--- src/rtl/acq_buffer.sv ---
// Sample-capture buffer: records NSAMPLE ADC words on an en_acq rising edge,
// then streams them out serially (MSB first) under ram_enr flow control.
module acq_buffer #(
  parameter int ADC_WIDTH  = 12,
  parameter int ADDR_WIDTH = 8,
  parameter int NSAMPLE    = 10
) (
  input  logic                 clk,
  input  logic                 reset,
  input  logic                 en_acq,
  input  logic [ADC_WIDTH-1:0] adc_data,
  input  logic                 ram_enr,
  output logic                 ram_datao,
  output logic                 ram_valid,
  output logic                 busy,
  output logic                 data_ready,
  output logic                 done,
  output logic                 acq_miss
);

  localparam int DEPTH = 2 ** ADDR_WIDTH;
  localparam int CNT_W = $clog2(ADC_WIDTH + 1);
  localparam logic [ADDR_WIDTH-1:0] LAST_ADDR = ADDR_WIDTH'(NSAMPLE - 1);
  localparam logic [CNT_W-1:0]      LAST_BIT  = CNT_W'(ADC_WIDTH - 1);

  typedef enum logic [2:0] {
    S_IDLE,
    S_ACQ,
    S_DONE,
    S_LOAD,
    S_SHIFT
  } state_t;

  state_t                 state_q, state_d;
  logic                   en_q;
  logic [ADDR_WIDTH-1:0]  wr_addr_q, wr_addr_d;
  logic [ADDR_WIDTH-1:0]  rd_addr_q, rd_addr_d;
  logic [CNT_W-1:0]       bit_cnt_q, bit_cnt_d;
  logic [ADC_WIDTH-1:0]   shreg_q, shreg_d;
  logic                   done_q, done_d;
  logic                   acq_miss_q, acq_miss_d;
  logic                   mem_we;
  logic                   rise;

  logic [ADC_WIDTH-1:0]   mem [0:DEPTH-1];

  assign rise = en_acq & ~en_q;

  // NOTE: every signal written here gets a default first, so no path can
  // leave one unassigned and infer a latch.
  always_comb begin
    state_d    = state_q;
    wr_addr_d  = wr_addr_q;
    rd_addr_d  = rd_addr_q;
    bit_cnt_d  = bit_cnt_q;
    shreg_d    = shreg_q;
    done_d     = 1'b0;
    acq_miss_d = 1'b0;
    mem_we     = 1'b0;

    unique case (state_q)
      S_IDLE: begin
        if (rise) begin
          state_d   = S_ACQ;
          wr_addr_d = '0;
        end
      end

      S_ACQ: begin
        mem_we     = 1'b1;
        acq_miss_d = rise;
        // Hold the address on the final write so it never wraps.
        if (wr_addr_q == LAST_ADDR) begin
          state_d = S_DONE;
        end else begin
          wr_addr_d = wr_addr_q + 1'b1;
        end
      end

      S_DONE: begin
        // A readout request wins over a simultaneous rise, which is dropped.
        if (ram_enr) begin
          state_d   = S_LOAD;
          rd_addr_d = '0;
        end else if (rise) begin
          state_d   = S_ACQ;
          wr_addr_d = '0;
        end
      end

      S_LOAD: begin
        acq_miss_d = rise;
        shreg_d    = mem[rd_addr_q];
        bit_cnt_d  = '0;
        state_d    = S_SHIFT;
      end

      S_SHIFT: begin
        acq_miss_d = rise;
        if (ram_enr) begin
          shreg_d   = shreg_q << 1;
          bit_cnt_d = bit_cnt_q + 1'b1;
          if (bit_cnt_q == LAST_BIT) begin
            if (rd_addr_q == LAST_ADDR) begin
              state_d = S_IDLE;
              done_d  = 1'b1;
            end else begin
              rd_addr_d = rd_addr_q + 1'b1;
              state_d   = S_LOAD;
            end
          end
        end
      end

      default: state_d = S_IDLE;
    endcase
  end

  // NOTE: sequential state uses non-blocking assignments so every register
  // samples the pre-edge values regardless of statement order.
  always_ff @(posedge clk) begin
    if (reset) begin
      state_q    <= S_IDLE;
      en_q       <= 1'b0;
      wr_addr_q  <= '0;
      rd_addr_q  <= '0;
      bit_cnt_q  <= '0;
      shreg_q    <= '0;
      done_q     <= 1'b0;
      acq_miss_q <= 1'b0;
    end else begin
      state_q    <= state_d;
      en_q       <= en_acq;
      wr_addr_q  <= wr_addr_d;
      rd_addr_q  <= rd_addr_d;
      bit_cnt_q  <= bit_cnt_d;
      shreg_q    <= shreg_d;
      done_q     <= done_d;
      acq_miss_q <= acq_miss_d;
    end
  end

  // NOTE: the sample memory is deliberately not reset; data_ready gates its
  // use, and a reset port would prevent mapping onto RAM resources.
  always_ff @(posedge clk) begin
    if (mem_we && !reset) begin
      mem[wr_addr_q] <= adc_data;
    end
  end

  assign busy       = (state_q == S_ACQ);
  assign data_ready = (state_q == S_DONE);
  assign ram_valid  = (state_q == S_SHIFT);
  assign ram_datao  = (state_q == S_SHIFT) & shreg_q[ADC_WIDTH-1];
  assign done       = done_q;
  assign acq_miss   = acq_miss_q;

endmodule

--- config.mk ---
export PLATFORM = sky130hd
export DESIGN_NAME = acq_buffer
export DESIGN_NICKNAME = d
export VERILOG_FILES = /design/src/rtl/acq_buffer.sv
export SDC_FILE = /design/constraint.sdc
export NUM_CORES = 2
export LEC_CHECK = 0
export CORE_UTILIZATION = 59
export CTS_BUF_LIST = sky130_fd_sc_hd__clkbuf_4 sky130_fd_sc_hd__clkbuf_8
export CTS_CLUSTER_SIZE = 12
export DETAILED_ROUTE_END_ITERATION = 16
export GPL_ROUTABILITY_DRIVEN = 1
export PLACE_DENSITY = 0.78
export SLEW_MARGIN = 30
export SYNTH_ARGS = -nofsm -noshare
export SYNTH_HDL_FRONTEND = slang
export SYNTH_SLANG_ARGS = --single-unit
--- constraint.sdc ---
create_clock -name clk -period 2.45 [get_ports clk]
set_clock_uncertainty 0.05 [all_clocks]
set_input_delay 0.49 -clock clk [delete_from_list [all_inputs] [get_ports clk]]
set_output_delay 0.49 -clock clk [all_outputs]
set_load 0.01 [all_outputs]
==> flow_metrics.py <==
metrics = {
    "yosys": {
        "synth_edf_count": 3072,
        "ys_ff_latch": 3118,
        "ys_warn_count": 0,
        "synth_cell_types": 80,
        "seq_area_frac_synth_pct": 76.8,
        "synth_top_area_share_pct": 76.0,
        "synthTopCellsByArea": "edfxtp_1 (76%), mux4_2 (13%), mux2i_1 (2.0%), nor2_1 (1.1%), nand2_1 (0.95%)",
        "synthesis.area_sq_um": 121000,
        "yosys_most_used_dff": "edfxtp_1",
        "synth_nets": 5827,
        "synth_top_area_cell": "edfxtp_1",
        "synth.avg_cell_area_sq_um": 20.9,
        "async_reset_ff_share_pct": 0,
        "syn_inst": 5804,
    },
    "timing": {
        "max_freq_mhz": 324,
        "grt_setup_unrepaired": "yes",
        "period_share_pct": 126,
        "hold_viol_final": 0,
        "fin_crit_ns": 3.09,
        "setup_ws_ns": -0.639,
        "timing.final.max_slew_violations": 0,
        "worst_pin_slew_ns": 0.884,
        "setup_violations": 34,
        "final.setup.tns_ns": -8.74,
        "relSlewSlack_pct": 40.9,
        "whs_ns": 0.0783,
    },
    "die": {
        "die-area_sq_um": 207000,
        "core_sq_um": 204000,
        "initial_utilization_pct": 59.4,
        "rows": 166,
        "die_y_microns": 455,
        "die_w_microns": 455,
        "boundaryPins": 22,
    },
    "finish": {
        "drive_gt1_share_pct": 39.9,
        "final_cell_mix": "edfxtp_1 (3,072), buf_4 (894), mux4_2 (719)",
        "fillers": 10800,
        "nNetsFinal": 7310,
        "synthToLayoutAreaGrowth_pct": 21.9,
        "multi_input_area_sq_um": 27400,
        "mostFrequentLayoutCell": "edfxtp_1",
        "regArea_sq_um": 93200,
        "final_area_sq_um": 148000,
        "fin_util_pct": 72.4,
    },
    "job": {
        "cap_viol_max_count": 0,
    },
    "global_routing": {
        "grt_antenna_before_repair": 13,
        "grt_max_degree": 84,
        "grt-ovfl-total": 0,
        "grtUsageTotal_pct": 33.1,
        "grt_pass1_wl_microns": 488000,
        "use_met2_pct": 50.9,
        "grt_use_met3_pct": 8.48,
        "grt_use_met1_pct": 44.7,
        "busiest_layer": "met2",
        "grt_pass1_vias": 68900,
    },
    "clocking": {
        "clk_pin_slew_ns": 0.07,
        "clock-sinks": 3118,
        "cts.htree.levels": 5,
        "clock_latency_ns": 1.14,
        "cts_tree": "built",
        "root_buffer": "clkbuf_8",
        "cts-buffers-inserted": 474,
        "clk_path_buf_depth": 4,
    },
    "route": {
        "routed_wl_microns": 351000,
        "drc_errors": 0,
        "num_vias": 69500,
        "antenna_left": 0,
        "routedWlPerCell_microns": 33.9,
        "drt_iter0_markers": 11000,
        "vias_per_cell": 6.71,
        "dr.pass1.iters": 6,
    },
    "place": {
        "placed_cell_area_sq_um": 135000,
        "gp_congestion": 1.01,
        "dp_hpwl_microns": 219000,
        "portBuffers": 21,
    },
    "min_path": {
        "hold_start": "en_acq",
        "holdPathStages": 3,
        "hold_class": "primary input to register",
        "hold_path_end": "en_q$_SDFF_PP0_",
    },
    "power": {
        "p_leak_nw": 48.0,
        "p_per_area_nw_per_um2": 725,
        "peakVddDrop_mv": 0.747,
    },
    "outcome": {
        "status": "finished with violations",
        "violations": "negative setup slack",
    },
    "critical_path": {
        "crit_path_end_kind": "register",
        "crit_fanout": 16,
        "criticalPathCategory": "register to register",
        "start_kind": "register",
        "arrival_ns": 4.02,
        "r2r_slack_ns": -0.64,
        "r2r-end": "shreg_q[7]$_SDFFE_PP0P_",
        "worst_r2r_path_depth": 12,
        "required_ns": 3.38,
    },
}
-- flip-flops by register name (all words and copies together), names as in the netlist, named ones only --
register   count
shreg_q       12
en_q           1
wr_addr_q      8
rd_addr_q      8
bit_cnt_q      4
acq_miss       1
state_q        3
mem         3072
done           1
-- routing by layer --
metal | routed length, microns | part of all wire [%] | vias to the layer above
met3 | 49400 | 14 | 1142
met1 | 118000 | 34 | 35300
met2 | 164000 | 47 | 5784
met5 | 92 | 0.026 | -
li1 | - | - | 27200
met4 | 20200 | 5.7 | 16
-- cells by family after synthesis --
| logic type | synth area share [%] |
|---|---|
| AOI/OAI and AO/OA | 2.44 |
| xor gates and xnor gates | 0.0866 |
| adders and majority gates | 0.0722 |
| buffers and inverters | 1.86 |
| DFF | 76.8 |
| muxes | 15.4 |
| and+or+nand+nor | 3.33 |
-- layout make-up --
cell class / count / share of cell area, %
clock inverters: 206 / 0.767
well taps: 2688 / 2.27
multi-input cells: 2337 / 18.5
clock buffers: 636 / 5.30
diodes: 5 / 0.00846
repair buffers: 1342 / 10.1
inverters: 14 / 0.0499
flip-flops and latches: 3118 / 63.0
-- Yosys cell counts (12+ instances only) --
cell type / n
a2111oi_0: 21
a211oi_1: 13
a21oi_1: 85
a22oi_1: 22
a31oi_1: 46
and2_1: 21
and3_1: 32
buf_1: 18
buf_12: 12
buf_2: 109
buf_4: 25
buf_6: 48
buf_8: 14
clkbuf_1: 109
dfxtp_1: 46
edfxtp_1: 3072
mux2i_1: 239
mux4_2: 719
nand2_1: 307
nand3_1: 72
nand4_1: 16
nor2_1: 345
nor3_1: 49
nor4_1: 27
o211ai_1: 12
o21ai_0: 44
o221ai_1: 55
o22ai_1: 51
-- power breakdown --
group / switching (mW) / internal, mW / leakage (nW) / total (mW)
clock: 19.8 / 21.6 / 4.79 / 41.4
sequential: 0.0434 / 58.6 / 28.0 / 58.6
combinational: 3.70 / 3.50 / 15.2 / 7.20
total: 23.6 / 83.7 / 48.0 / 107
-- critical path, cell delays in order (launching register included) --
cell	delay [ns]
dfxtp_4	0.35
buf_4	0.15
buf_16	0.18
inv_4	0.36
buf_12	0.24
buf_12	0.16
mux2i_2	0.38
mux2i_2	0.20
o22ai_2	0.16
buf_4	0.17
nor4_2	0.05
a32oi_4	0.33
o21ai_1	0.13
-- worst max-delay path by stage --
stage                       startpoint                        to  depth (start not counted)
6_report                      register   shreg_q[7]$_SDFFE_PP0P_                         12
5_1_grt                       register  shreg_q[10]$_SDFFE_PP0P_                         11
4_1_cts                       register   shreg_q[6]$_SDFFE_PP0P_                         10
3_5_place_dp                  register   shreg_q[7]$_SDFFE_PP0P_                          9
3_3_place_gp                  register   shreg_q[7]$_SDFFE_PP0P_                          9
2_1_floorplan  state_q[2]$_SDFFE_PP0P_     mem[218][0]$_DFFE_PP_                          7
-- metrics by stage --
step	std cells	setup slack, ns	total power [mW]
floorplan	5804	-0.174	63.2
global placement	9338	-1.06	65.5
detailed placement	9338	-1.09	65.7
CTS	10300	-0.582	107
global route	10300	-0.672	110
finish	10300	-0.639	107
-- repair_timing --
action	CTS	global route
hold buffers	12	0
pin swaps	29	52
setup buffers	64	68
endpoints found under the hold margin	633	0
gates resized for setup	234	302
gates cloned	14	12
endpoints found under the setup margin	2559	884
No activity file was read; power rests on OpenSTA's default activity.
